===== config.mk =====
export PLATFORM = sky130hd
export DESIGN_NAME = eth_tx_framer
export DESIGN_NICKNAME = d
export VERILOG_FILES = /design/src/rtl/eth_pkg.sv /design/src/rtl/eth_crc32_d8.sv /design/src/rtl/eth_tx_framer.sv
export SDC_FILE = /design/constraint.sdc
export NUM_CORES = 1
export LEC_CHECK = 0
export ABC_AREA = 1
export BUFFER_PORTS_ARGS = -buffer_cell sky130_fd_sc_hd__buf_2
export CORE_UTILIZATION = 33
export CTS_CLUSTER_DIAMETER = 60
export DETAILED_ROUTE_END_ITERATION = 6
export GPL_TIMING_DRIVEN = 0
export PLACE_DENSITY_LB_ADDON = 0.3
export SLEW_MARGIN = 15
export SYNTH_ARGS = -nofsm -noshare
export SYNTH_HDL_FRONTEND = slang
export SYNTH_HIERARCHICAL = 1
export SYNTH_SLANG_ARGS = --single-unit

===== constraint.sdc =====
create_clock -name clk -period 3.2 [get_ports clk]
set_input_delay 0.32 -clock clk [delete_from_list [all_inputs] [get_ports clk]]
set_output_delay 0.32 -clock clk [all_outputs]
set_load 0.05 [all_outputs]

===== src/rtl/eth_pkg.sv =====
// Shared types, constants and the byte-wide reflected CRC32 step used by the
// Ethernet TX framer and the RX checker.
package eth_pkg;

  typedef enum logic [2:0] {
    ST_IDLE,
    ST_PRE,
    ST_SFD,
    ST_DATA,
    ST_PAD,
    ST_FCS,
    ST_DRAIN,
    ST_IFG
  } tx_state_t;

  localparam logic [7:0]  PREAMBLE_BYTE = 8'h55;
  localparam logic [7:0]  SFD_BYTE      = 8'hD5;
  localparam logic [31:0] CRC32_POLY    = 32'hEDB88320;
  localparam logic [31:0] CRC32_INIT    = 32'hFFFFFFFF;
  localparam int          PREAMBLE_LEN  = 7;

  // One byte of the LSB-first CRC32; the caller inverts the result for the FCS.
  function automatic logic [31:0] crc32_next(input logic [31:0] crc,
                                             input logic [7:0]  data);
    logic [31:0] c;
    c = crc ^ {24'h000000, data};
    for (int i = 0; i < 8; i++) begin
      c = c[0] ? ((c >> 1) ^ CRC32_POLY) : (c >> 1);
    end
    return c;
  endfunction

endpackage


===== src/rtl/eth_crc32_d8.sv =====
// Byte-serial CRC32 accumulator; init has priority over en.
module eth_crc32_d8
  import eth_pkg::*;
(
  input  logic        clk,
  input  logic        rst_n,
  input  logic        init,
  input  logic        en,
  input  logic [7:0]  data,
  output logic [31:0] crc
);

  logic [31:0] crc_q, crc_d;

  always_comb begin
    crc_d = crc_q;
    if (init) begin
      crc_d = CRC32_INIT;
    end else if (en) begin
      crc_d = crc32_next(crc_q, data);
    end
  end

  always_ff @(posedge clk or negedge rst_n) begin
    if (!rst_n) begin
      crc_q <= CRC32_INIT;
    end else begin
      crc_q <= crc_d;
    end
  end

  assign crc = crc_q;

endmodule


===== src/rtl/eth_tx_framer.sv =====
// Byte-wide Ethernet TX framer: preamble/SFD, payload, zero pad, FCS and
// inter-frame gap towards rmii_send.
//
// state    | meaning
// ---------+-----------------------------------------------------
// IDLE     | waiting for in_valid; no byte consumed
// PRE      | emitting 7 preamble bytes
// SFD      | emitting the start-of-frame delimiter
// DATA     | forwarding accepted payload bytes (latency 1)
// PAD      | emitting zero bytes up to MIN_LEN
// FCS      | emitting ~CRC, LSB byte first
// DRAIN    | discarding input after an abort until in_last
// IFG      | idle gap before the next frame
module eth_tx_framer
  import eth_pkg::*;
#(
  parameter int MIN_LEN   = 60,
  parameter int MAX_LEN   = 1514,
  parameter int IFG_BYTES = 12
) (
  input  logic        clk,
  input  logic        rst_n,
  input  logic [7:0]  in_data,
  input  logic        in_valid,
  input  logic        in_last,
  output logic        in_ready,
  output logic [7:0]  phy_tx_data,
  output logic        phy_tx_valid,
  output logic        tx_busy,
  output logic        err_underrun,
  output logic        err_oversize,
  output logic [15:0] frames_ok
);

  localparam int               CNT_W     = 11;
  localparam logic [CNT_W-1:0] MIN_LEN_C = CNT_W'(MIN_LEN);
  localparam logic [CNT_W-1:0] MAX_LEN_C = CNT_W'(MAX_LEN);
  localparam logic [CNT_W-1:0] PRE_LAST  = CNT_W'(PREAMBLE_LEN - 1);
  // The IDLE cycle before PRE is itself one idle byte time, so IFG is one short.
  localparam logic [7:0]       IFG_LOAD  = (IFG_BYTES > 1) ? 8'(IFG_BYTES - 1) : 8'd1;

  tx_state_t        state_q, state_d;
  logic [CNT_W-1:0] cnt_q, cnt_d, cnt_inc;
  logic [7:0]       ifg_q, ifg_d;
  logic [7:0]       phy_data_q, phy_data_d;
  logic             phy_valid_q, phy_valid_d;
  logic             busy_q, busy_d;
  logic             err_u_q, err_u_d;
  logic             err_o_q, err_o_d;
  logic [15:0]      ok_q, ok_d;

  logic             crc_init, crc_en;
  logic [7:0]       crc_din;
  logic [31:0]      crc, fcs;

  eth_crc32_d8 u_crc (
    .clk   (clk),
    .rst_n (rst_n),
    .init  (crc_init),
    .en    (crc_en),
    .data  (crc_din),
    .crc   (crc)
  );

  assign in_ready = (state_q == ST_DATA) || (state_q == ST_DRAIN);
  assign cnt_inc  = cnt_q + 1'b1;
  assign fcs      = ~crc;

  always_comb begin
    state_d     = state_q;
    cnt_d       = cnt_q;
    ifg_d       = ifg_q;
    phy_data_d  = 8'h00;
    phy_valid_d = 1'b0;
    err_u_d     = 1'b0;
    err_o_d     = 1'b0;
    ok_d        = ok_q;
    crc_init    = 1'b0;
    crc_en      = 1'b0;
    crc_din     = in_data;

    case (state_q)
      ST_IDLE: begin
        crc_init = 1'b1;
        cnt_d    = '0;
        if (in_valid) state_d = ST_PRE;
      end
      ST_PRE: begin
        phy_data_d  = PREAMBLE_BYTE;
        phy_valid_d = 1'b1;
        cnt_d       = cnt_inc;
        if (cnt_q == PRE_LAST) begin
          state_d = ST_SFD;
          cnt_d   = '0;
        end
      end
      ST_SFD: begin
        phy_data_d  = SFD_BYTE;
        phy_valid_d = 1'b1;
        cnt_d       = '0;
        state_d     = ST_DATA;
      end
      ST_DATA: begin
        if (in_valid) begin
          phy_data_d  = in_data;
          phy_valid_d = 1'b1;
          crc_en      = 1'b1;
          cnt_d       = cnt_inc;
          if (in_last) begin
            if (cnt_inc < MIN_LEN_C) begin
              state_d = ST_PAD;
            end else begin
              state_d = ST_FCS;
              cnt_d   = '0;
            end
          end else if (cnt_inc == MAX_LEN_C) begin
            state_d = ST_DRAIN;
            err_o_d = 1'b1;
          end
        end else begin
          state_d = ST_DRAIN;
          err_u_d = 1'b1;
        end
      end
      ST_PAD: begin
        phy_valid_d = 1'b1;
        crc_en      = 1'b1;
        crc_din     = 8'h00;
        cnt_d       = cnt_inc;
        if (cnt_inc >= MIN_LEN_C) begin
          state_d = ST_FCS;
          cnt_d   = '0;
        end
      end
      ST_FCS: begin
        phy_data_d  = 8'(fcs >> {cnt_q[1:0], 3'b000});
        phy_valid_d = 1'b1;
        cnt_d       = cnt_inc;
        if (cnt_q[1:0] == 2'd3) begin
          state_d  = ST_IFG;
          cnt_d    = '0;
          ifg_d    = IFG_LOAD;
          ok_d     = ok_q + 16'd1;
          crc_init = 1'b1;
        end
      end
      ST_DRAIN: begin
        crc_init = 1'b1;
        if (in_valid && in_last) begin
          state_d = ST_IFG;
          ifg_d   = IFG_LOAD;
        end
      end
      ST_IFG: begin
        if (ifg_q <= 8'd1) begin
          state_d = ST_IDLE;
          ifg_d   = 8'd0;
        end else begin
          ifg_d = ifg_q - 8'd1;
        end
      end
      default: begin
        state_d = ST_IDLE;
      end
    endcase

    busy_d = (state_d != ST_IDLE);
  end

  always_ff @(posedge clk or negedge rst_n) begin
    if (!rst_n) begin
      state_q     <= ST_IDLE;
      cnt_q       <= '0;
      ifg_q       <= 8'd0;
      phy_data_q  <= 8'h00;
      phy_valid_q <= 1'b0;
      busy_q      <= 1'b0;
      err_u_q     <= 1'b0;
      err_o_q     <= 1'b0;
      ok_q        <= 16'd0;
    end else begin
      state_q     <= state_d;
      cnt_q       <= cnt_d;
      ifg_q       <= ifg_d;
      phy_data_q  <= phy_data_d;
      phy_valid_q <= phy_valid_d;
      busy_q      <= busy_d;
      err_u_q     <= err_u_d;
      err_o_q     <= err_o_d;
      ok_q        <= ok_d;
    end
  end

  assign phy_tx_data  = phy_data_q;
  assign phy_tx_valid = phy_valid_q;
  assign tx_busy      = busy_q;
  assign err_underrun = err_u_q;
  assign err_oversize = err_o_q;
  assign frames_ok    = ok_q;

endmodule


==> results of run 1 <==
==> through the flow <==
stage / util / hold slack, ns / area [um^2]
4_1_cts: 0.389 / 0.209 / 6500
3_3_place_gp: 0.370 / 0.462 / 6180
5_1_grt: 0.389 / 0.240 / 6500
2_1_floorplan: - / 0.0244 / 5700
6_report: 0.389 / 0.216 / 6500
3_5_place_dp: 0.372 / 0.303 / 6210
==> cell type report <==
class / instances / area share
clock inverter: 7 / 0.00905
timing repair buffer: 42 / 0.0370
sequential: 82 / 0.322
buffer: 8 / 0.00790
tap: 220 / 0.0424
inverter: 111 / 0.0645
multi-input combinational: 596 / 0.483
clock buffer: 9 / 0.0347
==> layer usage <==
| metal | up-vias | global-route usage | part of all wire |
|---|---|---|---|
| li1 | 2648 | - | - |
| met2 | 150 | 0.304 | 0.47 |
| met5 | - | 0 | 0 |
| met4 | 0 | 0.0556 | 0.014 |
| met3 | 16 | 0.0335 | 0.053 |
| met1 | 2439 | 0.245 | 0.46 |
==> worst paths after layout <==
path                               start  slack (ns)             to  cells past startpoint
setup / recovery                cnt_q[0]        0.22       cnt_q[8]                     11
hold / removal                  in_valid        0.22   err_underrun                      2
setup reg to reg                cnt_q[0]        0.22       cnt_q[8]                     11
hold reg to reg            frames_ok[15]        0.48  frames_ok[15]                      1
max in group asynchronous          rst_n        2.07   u_crc/crc[8]                      3
min in group asynchronous          rst_n        0.44       cnt_q[7]                      2
==> state kept, by name, summed over array words and instances, names as in the netlist <==
signal	count
frames_ok	16
cnt_q	11
state_q	3
u_crc/crc	32
ifg_q	8
err_underrun	1
tx_busy	1
err_oversize	1
phy_tx_valid	1
phy_tx_data	8
==> logic make-up after synthesis <==
kind of cell	Yosys count	synth area share
xor gates and xnor gates	46	0.0753
muxes	1	0.00197
DFF	82	0.367
and+or+nand+nor	453	0.364
AOI/OAI and AO/OA	89	0.0935
buffers and inverters	120	0.0832
adders and majority gates	7	0.0154
==> repair_timing <==
item                                    in CTS  in global routing
endpoints found under the setup margin       0                 18
hold buffers                                 1                  0
endpoints found under the hold margin       11                  0
==> synth_stat cells, types with 2 or more instances <==
| library cell | number | area share |
|---|---|---|
| o21ai_1 | 3 | 0.0026 |
| clkinv_1 | 5 | 0.0033 |
| dfstp_2 | 32 | 0.15 |
| ha_1 | 7 | 0.015 |
| nor3b_1 | 2 | 0.0026 |
| nor2_2 | 5 | 0.0055 |
| nor2_4 | 5 | 0.0099 |
| a21oi_1 | 24 | 0.021 |
| nand3b_1 | 4 | 0.0053 |
| dfrtp_1 | 50 | 0.22 |
| a31oi_1 | 3 | 0.0033 |
| or2_2 | 6 | 0.0066 |
| nand4_1 | 10 | 0.011 |
| inv_2 | 8 | 0.0053 |
| xnor2_1 | 15 | 0.023 |
| nand2_2 | 22 | 0.024 |
| o311ai_0 | 5 | 0.0077 |
| o211ai_1 | 6 | 0.0079 |
| buf_2 | 3 | 0.0026 |
| inv_1 | 97 | 0.064 |
| nand2_4 | 11 | 0.022 |
| o32ai_1 | 4 | 0.0061 |
| o22ai_1 | 12 | 0.013 |
| nand2_1 | 224 | 0.15 |
| o21ai_0 | 26 | 0.023 |
| nand3_2 | 2 | 0.0035 |
| nor4_1 | 3 | 0.0033 |
| nor2_1 | 95 | 0.063 |
| clkbuf_1 | 4 | 0.0026 |
| nand3_1 | 56 | 0.049 |
| xor2_1 | 29 | 0.045 |
| nor3_1 | 5 | 0.0044 |
==> power groups by stage <==
| stage | combinational, mW | clock [mW] | sequential [mW] |
|---|---|---|---|
| 2_1_floorplan | 2.91 | 0 | 1.89 |
| 3_3_place_gp | 4.07 | 0 | 1.74 |
| 3_5_place_dp | 4.11 | 0 | 1.74 |
| 4_1_cts | 4.13 | 1.06 | 1.72 |
| 5_1_grt | 4.61 | 1.10 | 1.76 |
| 6_report | 4.14 | 1.03 | 1.72 |
==> worst register-to-register path, delay by kind of cell (launching register included) <==
family,cells,cell delay [ns]
simple gates,5,0.99
buf+inv,4,1.08
compound gates,1,0.09
flops,1,0.43
fa+ha+maj,1,0.27
==> impl_metrics.yaml, run 1 <==
floorplanning:
  start_util: 0.341
  die_w_um: 133
  num_io_pins: 41
  fp.coreArea_um2: 16700
  rows: 47
  die_h_um: 133
  die-area_um2: 17800
critical_path:
  critical_path.max_fanout: 10
  cp_common_cell: "nand2_1"
  worst-endpoint-arrival_ns: 3.20
  worstSetupStartpointType: "register"
  critical_path_class: "register to register"
  slowest_stage: "clkbuf_1"
  crit_chain: "buf_2 -> clkinv_1 -> clkbuf_1 -> ha_1 -> nand4_1 -> nor3_1 -> nand2_1 -> nand2_1 -> inv_1 -> nand3_1 -> o21ai_0"
  worst-endpoint-required_ns: 3.43
  path_delay_family: "buffers and inverters"
  slowest_delay_ns: 0.51
  worst-path-buf-inv: 4
  end_kind: "register"
routing:
  drt_iter0_drc: 344
  via_per_inst: 4.89
  routedWlPerCell_um: 14.4
  drtPass1Iterations: 5
  ant_nets: 0
  drc: 0
  routed_wl_um: 15500
  vias: 5253
placed_design:
  hpwl_um: 11300
  place_ws_ns: 0.150
  gp_congestion: 0.863
  port_buffers: 40
  numPlacedInstances: 1059
cells_and_area:
  layout_common_cells: "224 x nand2_1, 97 x inv_1, 95 x nor2_1, 56 x nand3_1, 50 x dfrtp_1"
  drive_gt1_frac: 0.188
  diodes: 0
  final_common_cell: "nand2_1"
  seq_area_um2: 2090
  finalNonFillerCells: 1075
  multi_input_area_um2: 3140
  area_growth_pct: 14.0
  fillers: 1766
  final_nets: 869
cts:
  cts_tree: "yes"
  cts.clk_slew.worst_paths_ns: 0.07
  clkSinkCount: 82
  post_cts_buffers: 0
  cts_resized: 0
  clock_latency_ns: 0.36
  ctsRootBufferMaster: "clkbuf_16"
  cts_max_level: 3
  clock_path_buffers: 2
  cts_buffers: 9
power:
  peakVddDrop_v: 0.000479
  p_sw_mw: 3.61
  finalPower_mw: 6.89
  swShare: 0.524
  p_per_area_nw_per_um2: 1060
  clockPowerShare: 0.150
  combPwrFrac: 0.601
  p_int_mw: 3.28
  sequentialPowerShare: 0.250
  leakage_nw: 3.24
yosys:
  syn_avg_cell_area_um2: 7.15
  async_flop_share: 1.00
  yosysWarnings: 6
  synth_edf_count: 0
  synthesis.area_um2: 5700
  ys_seq_elements: 82
  synth.net_count: 817
  synth_ff_type: "dfrtp_1"
  ys_seq_area_frac: 0.367
  syn_inst: 798
  synth_cell_types: 47
hold_path:
  hp-class: "primary input to register"
global_routing:
  gr-total-overflow: 0
  grt_max_degree: 53
  grt_pass1_vias: 4969
  antenna_found_initial: 0
  grt_usage: 0.184
  grt_pass1_wl_um: 25500
sta:
  tightestPinTransition_ns: 0.626
  drv_slew: 0
  finalSetupTns_ns: 0
  finalSetupViolCount: 0
  fin_ws_ns: 0.224
  rsz0062_at_grt: "no"
  period_needed_ns: 2.98
  slew_headroom: 0.582
  fmax_mhz: 336
  finClkSkew_ns: 0.0101
  timing.final.crit_share: 0.930
  hold_violations: 0
job:
  cap_viol_max_count: 0
outcome:
  status: "finished, final reports clean"
(Power assumes the default switching activity.)
==> run 2: changes to the inputs <==
CELL_PAD_IN_SITES_DETAIL_PLACEMENT = 0   (was not set)
CELL_PAD_IN_SITES_GLOBAL_PLACEMENT = 1   (was not set)
clock period = 3.65 ns   (was 3.2 ns; I/O delays follow)
==> impl_metrics.yaml, run 2 (synthesis gave the netlist of run 1 again) <==
global_routing:
  grt_usage: 0.190
  grt_pass1_vias: 4857
  gr-total-overflow: 0
  grt_pass1_wl_um: 26200
  grt_max_degree: 51
  antenna_found_initial: 0
routing:
  routedWlPerCell_um: 15.0
  vias: 5158
  routed_wl_um: 16200
  drt_iter0_drc: 279
  ant_nets: 0
  drtPass1Iterations: 4
  drc: 0
  via_per_inst: 4.79
critical_path:
  critical_path.max_fanout: 10
  worst-endpoint-arrival_ns: 3.37
  worstSetupStartpointType: "register"
  critical_path_class: "register to register"
  end_kind: "register"
  worst-endpoint-required_ns: 3.93
cells_and_area:
  drive_gt1_frac: 0.188
  fin_area_um2: 6510
  area_growth_pct: 14.1
  largest_reg_flops: 32
  final_nets: 870
  final_common_cell: "nand2_1"
  diodes: 0
  layout_common_cells: "224 x nand2_1, 97 x inv_1, 95 x nor2_1, 56 x nand3_1, 50 x dfrtp_1"
  fillers: 1835
floorplanning:
  die_h_um: 133
  rows: 47
  fp.coreArea_um2: 16700
  start_util: 0.341
  num_io_pins: 41
  die-area_um2: 17800
  die_w_um: 133
sta:
  finClkSkew_ns: 0.00994
  fmax_mhz: 324
  finalSetupViolCount: 0
  finalSetupTns_ns: 0
  rsz0062_at_grt: "no"
  hold_violations: 0
  period_needed_ns: 3.09
  tightestPinTransition_ns: 0.593
  timing.final.crit_share: 0.847
  drv_slew: 0
  slew_headroom: 0.605
cts:
  cts_max_level: 3
  clock_path_buffers: 2
  cts.clk_slew.worst_paths_ns: 0.07
  clock_latency_ns: 0.36
  post_cts_buffers: 0
  cts_resized: 0
  postCtsHoldBufs: 1
  clkSinkCount: 82
  cts_tree: "yes"
  ctsRootBufferMaster: "clkbuf_16"
  cts_buffers: 9
placed_design:
  port_buffers: 40
  placed_cell_area_um2: 6210
  hpwl_um: 11900
  gp_congestion: 0.818
outcome:
  status: "finished, final reports clean"
job:
  cap_viol_max_count: 0
power:
  leakage_nw: 3.25
  p_per_area_nw_per_um2: 935
  peakVddDrop_v: 0.000414
hold_path:
  hp-class: "primary input to register"
-- run 2: power by group --
group / switching [mW] / internal [mW] / total, mW
Clock: 0.455 / 0.482 / 0.937
Sequential: 0.249 / 1.26 / 1.51
Combinational: 2.50 / 1.14 / 3.63
Total: 3.20 / 2.88 / 6.08
-- run 2: per-layer routing --
metal / track usage / wire, um / vias to the layer above
met5: 0 / 0 / -
met4: 0.0549 / 204 / 0
met3: 0.0217 / 467 / 15
met2: 0.303 / 7450 / 77
met1: 0.269 / 8040 / 2417
li1: - / - / 2649
-- run 2: worst paths after layout --
| check | cells past startpoint | slack (ns) | startpoint | end |
|---|---|---|---|---|
| setup / recovery | 11 | 0.56 | state_q[2] | u_crc/crc[3] |
| hold / removal | 2 | 0.27 | in_valid | err_underrun |
| setup reg to reg | 11 | 0.56 | state_q[2] | u_crc/crc[3] |
| hold reg to reg | 1 | 0.47 | frames_ok[15] | frames_ok[15] |
| max in group asynchronous | 3 | 2.44 | rst_n | u_crc/crc[6] |
| min in group asynchronous | 2 | 0.52 | rst_n | cnt_q[7] |
-- run 2: worst max-delay path, cell delays in order, from the launching register on --
cell      delay [ns]
dfrtp_1         0.46
inv_2           0.14
nand3_1         0.29
nor2_1          0.10
inv_1           0.09
clkbuf_1        0.47
nand2_1         0.22
nor2_4          0.28
clkinv_1        0.39
buf_2           0.33
o22ai_1         0.19
inv_1           0.06
-- run 2: layout make-up --
| class | instances | area (um^2) | share of cell area |
|---|---|---|---|
| plain buffers | 9 | 55.1 | 0.00846 |
| clock buffers | 9 | 225 | 0.0346 |
| clock inverters | 7 | 65.1 | 0.0100 |
| inverters | 111 | 419 | 0.0644 |
| multi-input cells | 596 | 3140 | 0.482 |
| flip-flops and latches | 82 | 2090 | 0.321 |
| well taps | 220 | 275 | 0.0423 |
| repair buffers | 42 | 240 | 0.0369 |
-- run 2: stage by stage --
| step | util | hold slack (ns) | std cells | power, mW | setup WS, ns |
|---|---|---|---|---|---|
| 2_1_floorplan | - | 0.0694 | 798 | 4.21 | 1.58 |
| 3_3_place_gp | 0.370 | 0.460 | 1058 | 5.15 | 0.488 |
| 3_5_place_dp | 0.372 | 0.362 | 1059 | 5.17 | 0.527 |
| 4_1_cts | 0.390 | 0.258 | 1076 | 6.13 | 0.518 |
| 5_1_grt | 0.390 | 0.280 | 1076 | 6.59 | 0.280 |
| 6_report | 0.390 | 0.265 | 1076 | 6.08 | 0.560 |
